<file path="config.mk">
export PLATFORM = sky130hd
export DESIGN_NAME = sseg_display_scheduler
export DESIGN_NICKNAME = d
export VERILOG_FILES = /design/src/rtl/sseg_pkg.sv /design/src/rtl/sseg_scan_timer.sv /design/src/rtl/sseg_display_scheduler.sv
export SDC_FILE = /design/constraint.sdc
export NUM_CORES = 1
export LEC_CHECK = 0
export ABC_AREA = 1
export CAP_MARGIN = 20
export CORE_UTILIZATION = 40
export CTS_CLUSTER_DIAMETER = 40
export DETAILED_ROUTE_END_ITERATION = 10
export GPL_TIMING_DRIVEN = 0
export HOLD_SLACK_MARGIN = 0.12
export PLACE_DENSITY = 0.7
export SYNTH_ARGS = -nofsm -noshare
export SYNTH_HDL_FRONTEND = slang
export SYNTH_SLANG_ARGS = --single-unit
</file>
<file path="constraint.sdc">
create_clock -name clk -period 2.75 [get_ports clk]
set_input_delay 0.55 -clock clk [delete_from_list [all_inputs] [get_ports clk]]
set_output_delay 0.55 -clock clk [all_outputs]
set_load 0.03 [all_outputs]
</file>
<file path="src/rtl/sseg_pkg.sv">
// Shared definitions for the multiplexed 7-segment display path.
// Provides blank/dash segment patterns, the all-anodes-off code, the pattern
// type, the display source state type and a helper that builds the active-low
// one-hot anode code for a scan index.
package sseg_pkg;

   localparam logic [7:0] SEG_BLANK = 8'hFF;
   localparam logic [7:0] SEG_DASH  = 8'b0111_1111;
   localparam logic [3:0] AN_OFF    = 4'b1111;

   typedef logic [7:0] sseg_pat_t;

   typedef enum logic [0:0] {
      S_BASE = 1'b0,
      S_MSG  = 1'b1
   } src_state_t;

   // Active-low one-hot anode code for scan index sel.
   function automatic logic [3:0] an_onehot_low(input logic [1:0] sel);
      logic [3:0] code;
      case (sel)
         2'd0:    code = 4'b1110;
         2'd1:    code = 4'b1101;
         2'd2:    code = 4'b1011;
         2'd3:    code = 4'b0111;
         default: code = AN_OFF;
      endcase
      return code;
   endfunction

endpackage

</file>
<file path="src/rtl/sseg_scan_timer.sv">
// Digit scan timer for the multiplexed display.
// Counts REFRESH_DIV clock cycles per digit slot and advances the 2-bit scan
// index when a slot wraps. The first cycle of every slot is flagged so the
// caller can blank the anodes (dead time) and latch the next digit pattern.
// Ports:
//   clk        in   system clock
//   rst_n      in   synchronous reset, active-low
//   digit_sel  out  current scan index 0..3 (registered)
//   slot_start out  high while the slot counter is 0 (dead-time cycle)
module sseg_scan_timer #(
   parameter int REFRESH_DIV = 100000,
   parameter int SLOT_W      = $clog2(REFRESH_DIV)
) (
   input  logic       clk,
   input  logic       rst_n,
   output logic [1:0] digit_sel,
   output logic       slot_start
);

   localparam logic [SLOT_W-1:0] SLOT_LAST = SLOT_W'(REFRESH_DIV - 1);

   logic [SLOT_W-1:0] slot_cnt_r;
   logic [1:0]        digit_sel_r;

   // Slot counter and scan index; the index steps once per full slot.
   always_ff @(posedge clk) begin
      if (!rst_n) begin
         slot_cnt_r  <= {SLOT_W{1'b0}};
         digit_sel_r <= 2'd0;
      end else if (slot_cnt_r == SLOT_LAST) begin
         slot_cnt_r  <= {SLOT_W{1'b0}};
         digit_sel_r <= digit_sel_r + 2'd1;
      end else begin
         slot_cnt_r  <= slot_cnt_r + {{(SLOT_W-1){1'b0}}, 1'b1};
         digit_sel_r <= digit_sel_r;
      end
   end

   assign digit_sel  = digit_sel_r;
   assign slot_start = (slot_cnt_r == {SLOT_W{1'b0}});

endmodule

</file>
<file path="src/rtl/sseg_display_scheduler.sv">
// 4-digit multiplexed 7-segment display scheduler.
// Selects between a steady base display and a transient message that is held
// for MSG_HOLD cycles, scans one anode at a time with a one-cycle dead slot,
// and drives registered segment/anode pins.
// Ports:
//   clk              in   system clock
//   rst_n            in   synchronous reset, active-low
//   base_an0..3      in   base patterns {g..a,dp}, active-low, sampled at slot start
//   msg_an0..3       in   message patterns, captured when msg_valid is accepted
//   msg_valid        in   1-cycle request to show msg_an0..3 (always accepted)
//   msg_clear        in   abort the current message
//   blank            in   force all anodes off while high
//   seg              out  segment drive, active-low, registered
//   an               out  anode drive, active-low one-hot or 4'b1111, registered
//   digit_sel        out  current scan index 0..3, registered
//   msg_active       out  high while the message source is selected
module sseg_display_scheduler
   import sseg_pkg::*;
#(
   parameter int REFRESH_DIV = 100000,
   parameter int MSG_HOLD    = 200000000
) (
   input  logic       clk,
   input  logic       rst_n,
   input  logic [7:0] base_an0,
   input  logic [7:0] base_an1,
   input  logic [7:0] base_an2,
   input  logic [7:0] base_an3,
   input  logic [7:0] msg_an0,
   input  logic [7:0] msg_an1,
   input  logic [7:0] msg_an2,
   input  logic [7:0] msg_an3,
   input  logic       msg_valid,
   input  logic       msg_clear,
   input  logic       blank,
   output logic [7:0] seg,
   output logic [3:0] an,
   output logic [1:0] digit_sel,
   output logic       msg_active
);

   localparam int HOLD_W = $clog2(MSG_HOLD + 1);
   localparam logic [HOLD_W-1:0] HOLD_RELOAD = HOLD_W'(MSG_HOLD - 1);
   localparam logic [HOLD_W-1:0] HOLD_ZERO   = {HOLD_W{1'b0}};
   localparam logic [HOLD_W-1:0] HOLD_ONE    = {{(HOLD_W-1){1'b0}}, 1'b1};

   src_state_t        state_r;
   src_state_t        state_s;
   logic [HOLD_W-1:0] hold_cnt_r;
   logic [HOLD_W-1:0] hold_cnt_s;
   logic              capture_s;
   sseg_pat_t         msg_buf_r [4];
   sseg_pat_t         src_pat_s;
   sseg_pat_t         pat_r;
   logic [7:0]        seg_r;
   logic [3:0]        an_r;
   logic [1:0]        digit_sel_s;
   logic              slot_start_s;

   sseg_scan_timer #(
      .REFRESH_DIV (REFRESH_DIV)
   ) u_scan_timer (
      .clk        (clk),
      .rst_n      (rst_n),
      .digit_sel  (digit_sel_s),
      .slot_start (slot_start_s)
   );

   // Source FSM next state: a new message always restarts the hold, and it
   // takes priority over a simultaneous clear.
   always_comb begin
      state_s    = state_r;
      hold_cnt_s = hold_cnt_r;
      capture_s  = 1'b0;
      case (state_r)
         S_BASE: begin
            if (msg_valid) begin
               capture_s  = 1'b1;
               hold_cnt_s = HOLD_RELOAD;
               state_s    = S_MSG;
            end else begin
               state_s    = S_BASE;
            end
         end
         S_MSG: begin
            if (msg_valid) begin
               capture_s  = 1'b1;
               hold_cnt_s = HOLD_RELOAD;
               state_s    = S_MSG;
            end else if (msg_clear) begin
               hold_cnt_s = HOLD_ZERO;
               state_s    = S_BASE;
            end else if (hold_cnt_r == HOLD_ZERO) begin
               state_s    = S_BASE;
            end else begin
               hold_cnt_s = hold_cnt_r - HOLD_ONE;
            end
         end
         default: begin
            hold_cnt_s = HOLD_ZERO;
            state_s    = S_BASE;
         end
      endcase
   end

   // Source FSM state, hold counter and message buffer.
   always_ff @(posedge clk) begin
      if (!rst_n) begin
         state_r    <= S_BASE;
         hold_cnt_r <= HOLD_ZERO;
         for (int i = 0; i < 4; i++) begin
            msg_buf_r[i] <= SEG_BLANK;
         end
      end else begin
         state_r    <= state_s;
         hold_cnt_r <= hold_cnt_s;
         if (capture_s) begin
            msg_buf_r[0] <= msg_an0;
            msg_buf_r[1] <= msg_an1;
            msg_buf_r[2] <= msg_an2;
            msg_buf_r[3] <= msg_an3;
         end
      end
   end

   // Pattern for the digit being scanned, from the currently selected source.
   always_comb begin
      src_pat_s = SEG_BLANK;
      case (digit_sel_s)
         2'd0:    src_pat_s = (state_r == S_MSG) ? msg_buf_r[0] : base_an0;
         2'd1:    src_pat_s = (state_r == S_MSG) ? msg_buf_r[1] : base_an1;
         2'd2:    src_pat_s = (state_r == S_MSG) ? msg_buf_r[2] : base_an2;
         2'd3:    src_pat_s = (state_r == S_MSG) ? msg_buf_r[3] : base_an3;
         default: src_pat_s = SEG_BLANK;
      endcase
   end

   // Pin registers. The digit pattern (and thus the source choice) is latched
   // only in the dead cycle, so a lit digit never mixes sources or updates.
   always_ff @(posedge clk) begin
      if (!rst_n) begin
         pat_r <= SEG_BLANK;
         seg_r <= SEG_BLANK;
         an_r  <= AN_OFF;
      end else begin
         if (slot_start_s) begin
            pat_r <= src_pat_s;
         end
         if (blank || slot_start_s) begin
            seg_r <= SEG_BLANK;
            an_r  <= AN_OFF;
         end else begin
            seg_r <= pat_r;
            an_r  <= an_onehot_low(digit_sel_s);
         end
      end
   end

   assign seg        = seg_r;
   assign an         = an_r;
   assign digit_sel  = digit_sel_s;
   assign msg_active = (state_r == S_MSG);

endmodule

</file>
Word-level counts from Yosys, hierarchy flattened
Memory sizes are Yosys's and may differ from the RTL's.
Index checks and enable logic that the tools add are counted.
{"block": "classes", "add_sub_neg": 3, "n_eq_ne": 6, "n_mux": 24, "bitwise_logic": 6, "n_reduce_logical": 7}
{"operator": "$mux W28", "n": 4}
{"operator": "$mux W8", "n": 8}
{"operator": "$pmux W28 S2", "n": 1}
{"operator": "$pmux W8 S4", "n": 1}
{"operator": "$logic_not A28 Y1", "n": 1}
{"operator": "$sub A28 B1 Y28 const B", "n": 1}
{"operator": "$add A17 B1 Y17 const B", "n": 1}
{"operator": "$eq A17 B17 Y1 const B", "n": 1}
{"operator": "$logic_not A17 Y1", "n": 1}
{"operator": "$pmux W4 S4", "n": 1}
{"operator": "$mux W1", "n": 8}
{"operator": "$eq A2 B2 Y1 const B", "n": 2}
{"operator": "$ne A4 B4 Y1 const B", "n": 1}
{"operator": "$or A1 B1 Y1", "n": 4}
{"operator": "$reduce_or A2 Y1", "n": 2}
{"operator": "$add A2 B1 Y2 const B", "n": 1}
{"operator": "$eq A2 B1 Y1 const B", "n": 1}
{"operator": "$logic_not A2 Y1", "n": 1}
{"operator": "$ne A2 B2 Y1 const B", "n": 1}
{"operator": "$not A1 Y1", "n": 2}
{"operator": "$pmux W1 S2", "n": 1}
{"operator": "$reduce_and A2 Y1", "n": 1}
{"operator": "$logic_or A1 B1 Y1", "n": 1}
{"block": "totals", "register_bits": 68, "ram_bits": 32, "inputBits": 69, "out_inout_bits": 15, "word_cells": 54, "memories": 1}
{"memory": "msg_buf_r", "depth": 4, "width": 8, "rd": 4, "rd_ports_with_merged_regs": 0, "write_ports": 4, "line_no": "sseg_display_scheduler.sv:52", "text": "sseg_pat_t msg_buf_r [4];"}

Logic depth before layout (Yosys ltp)
{"block": "depth", "ltp_word": 5, "depth_mapped": 13, "ltp_nobuf": 12}

By module
A second synthesis with hierarchy kept.
{"block": "hier_totals", "hier_cells": 740, "hier_area_um2": 5260.0}
{"mod": "sseg_display_scheduler", "n_inst": 1, "cells_per_inst": 589, "area_per_inst_um2": 4255.3, "seq_area_each_um2": 1941.9}
{"mod": "sseg_scan_timer", "n_inst": 1, "cells_per_inst": 151, "area_per_inst_um2": 1004.7, "seq_area_each_um2": 380.4}

Worst setup path after synthesis
Ideal clock, no wire load.
{"block": "synth_path", "path_type": "input-to-reg", "startpoint": "in rst_n", "endpoint": "reg hold_cnt_r[26]", "setup_ns": 0.070, "t_arrival_ns": 2.037, "required_ns": 2.680, "slack_ns": 0.643, "stages": 5, "n_path_buf": 1, "path_cell_list": "clkbuf_1 -> nand2_1 -> a21oi_1 -> nand2_1 -> a21oi_1"}
{"element": "from (decl)", "line_no": "sseg_display_scheduler.sv:24", "text": "input logic rst_n,"}
{"element": "to (signal assigned)", "line_no": "sseg_display_scheduler.sv:116", "text": "hold_cnt_r <= hold_cnt_s;"}
{"element": "to (decl)", "line_no": "sseg_display_scheduler.sv:49", "text": "logic [HOLD_W-1:0] hold_cnt_r;"}

==> metrics.txt <==
CP max stage delay 0.52 ns; Max Cap Viol 0; detailed router's first-iteration violation count 456; # nets final 863; # fillers 1,135; vias in the first global route 4,683; critical setup path kind input port to flop; routed length per placed instance 14.40 um; CP Capture Type flop; CP top delay family buffers and inverters; worst skew pair latency 0.34 ns; clk sinks 100; initial antenna violation count 0; Overall Power 0.003331 W; die area 13,270 um^2; Post-synth EDFFs 32; sequential fraction of the synthesis area 0.4532; first-pass GRT wire length 22.27 mm; synthesized instance count 691; run status finished, final reports clean; TritonCTS clock tree done; total grt overflow 0; CP startpoint kind input port; Hold Crit Class flop to flop; Final ANT Viol Nets 0; Syn Nets 768; critical path fanouts, max 20; Synth Register Bits 100; pin count of the biggest net entering global routing 21; leakage 2.536 nW; setup violators final 0; routed wire length 13.81 mm; placed wire-length estimate 10.27 mm; Global Route met2 Usage 0.3695; Clock Path Buffers 2; Max Slew Vio Count 0; placed cells 943; layout cells sized above 1 0.08723; antenna fix cells 0; met3 Use GR 0.03795; TritonCTS buffer count 9; most common cell after layout, fill and taps aside nand2_1; Initial Utilization 0.4179; core area 12,260 um^2; PortBufs 83; Root Buffer clkbuf_16; CP cell instances clkdlybuf4s50_1 -> clkbuf_1 -> nand2_2 -> buf_16 -> a21oi_1 -> nand2_1 -> a21oi_1; syn avg cell area 7.415 um^2; maximum vdd drop 0.2967 mV; most frequent CP cell a21oi_1; htree depth 3; critical path arrival 2.62 ns; fin cells 959; library cells used by synthesis 34; pwr dens 515.0 nW/um^2; grt peak-use layer met2; Most used DFF post-synth dfxtp_1; RePlAce Congestion 0.9248; async set-reset flop share out of synthesis 0; Worst-path clk slew 0.07 ns; RSZ-0062 raised after global routing false; commonest non-fill, non-tap cells in the layout nand2_1, nor2_1, clkdlybuf4s50_1; Final Hold Viols 0; Buf/Inv on CP 3; global routing usage on met1 0.2692; Slew @ Worst Pin 0.5592 ns; row count 40; Post-Route Skew 0.006165 ns; Critical Path RT 3.02 ns; synthesis warning total 0; Die Ht 115.2 um; Avg Vias per Cell 5.136; Max Freq 0.4256 GHz; Overall Global Routing Usage 0.2165; final worst-path cycle share 0.8544; die width 115.2 um; fin crit period 2.349 ns; post-synthesis cell area 5124 um^2; Vias 4,925; Critical-path top delay cell clkdlybuf4s50_1; DRT Pass-1 Iters 6; drt drc 0; slew margin rel. 0.6272; I/O pins 84; Area Growth Syn to Fin 26.25%
[repair_timing]
action | CTS | global route
hold buffers | 0 | 0
gates resized for setup | 0 | 1
setup endpoints to repair | 0 | 1
setup buffers | 0 | 0
[synthesized netlist by cell type (all sizes together) (2+ instances only)]
cell type  instances  share of area
o221ai             8          0.014
a31oi              6         0.0073
ha                 8          0.020
nand3             48          0.047
o21ai             43          0.042
dfxtp             68           0.27
buf                8         0.0098
a21oi             44          0.043
nor3              12          0.013
edfxtp            32           0.19
nor2             130          0.099
nand2            129          0.096
nor4               2         0.0024
clkinv             3         0.0022
xnor2              8          0.014
nand4             13          0.016
xor2               7          0.012
clkbuf            13         0.0095
or2               35          0.043
inv               70          0.051
[metrics by stage]
stage                     hold slack, ns  area [um^2]  setup slack (ns)  setup TNS (ns)    util
after floorplan                   0.4120         5124            0.6432               0       -
after global placement            0.4187         6165           -0.6125          -14.78  0.5028
final                             0.4379         6469            0.4005               0  0.5276
after global routing              0.4612         6469            0.2287               0  0.5276
after detailed placement          0.4237         6192           -0.1592          -1.242  0.5050
after CTS                         0.4370         6466            0.1698               0  0.5273
[worst register-to-register path: stages, from the launching register on]
cell,delay [ns]
dfxtp_1,0.36
ha_1,0.18
nand2_1,0.05
inv_1,0.14
nand2_1,0.09
nor4_1,0.20
nand3_1,0.22
nand2_1,0.31
buf_2,0.30
a21oi_1,0.06
[kinds of logic after synthesis]
logic type                 Yosys count  share of synthesized area
DFF                                100                     0.4532
buffers and inverters               94                    0.07277
adders and majority gates            8                    0.01954
xor gates and xnor gates            15                    0.02564
and+or+nand+nor                    370                     0.3177
AOI/OAI and AO/OA                  104                     0.1111
[worst paths after layout]
path / start / endpoint / slack (ns) / depth (start not counted)
max reg2reg: u_scan_timer.slot_cnt_r[0] / u_scan_timer.slot_cnt_r[16] / 0.74 / 9
max: rst_n / hold_cnt_r[26] / 0.40 / 7
min: pat_r[6] / seg[6] / 0.44 / 2
min reg2reg: pat_r[6] / seg[6] / 0.44 / 2
[where the power goes]
part           leakage (nW)  switching, W  internal [W]
clock network         0.133      0.000570      0.000623
logic                  1.55      0.000265      0.000212
registers             0.858     0.0000523       0.00161
total                  2.54      0.000887       0.00244
[registers in the layout, indices dropped and copies added, names as in the netlist]
register and cells:
an 4, msg_active 1, pat_r 8, seg 8
hold_cnt_r 28, u_scan_timer.slot_cnt_r 17, u_scan_timer.digit_sel 2, msg_buf_r 32
[metal layers]
metal	part of all wire	wire, um
met5	0	0
met4	0.028	388
met3	0.063	868
met2	0.46	6350
met1	0.45	6201
[final cells by class]
type                    count  area (um^2)  share of cell area
flip-flops and latches    100         2322              0.3590
multi-input cells         497         2431              0.3758
repair buffers             84        858.3              0.1327
clock buffers              10        229.0             0.03540
inverters                  73        274.0             0.04236
plain buffers              21        98.84             0.01528
well taps                 168        210.2             0.03250
clock inverters             6        45.04            0.006963
No activity file was read; power rests on OpenSTA's default activity.
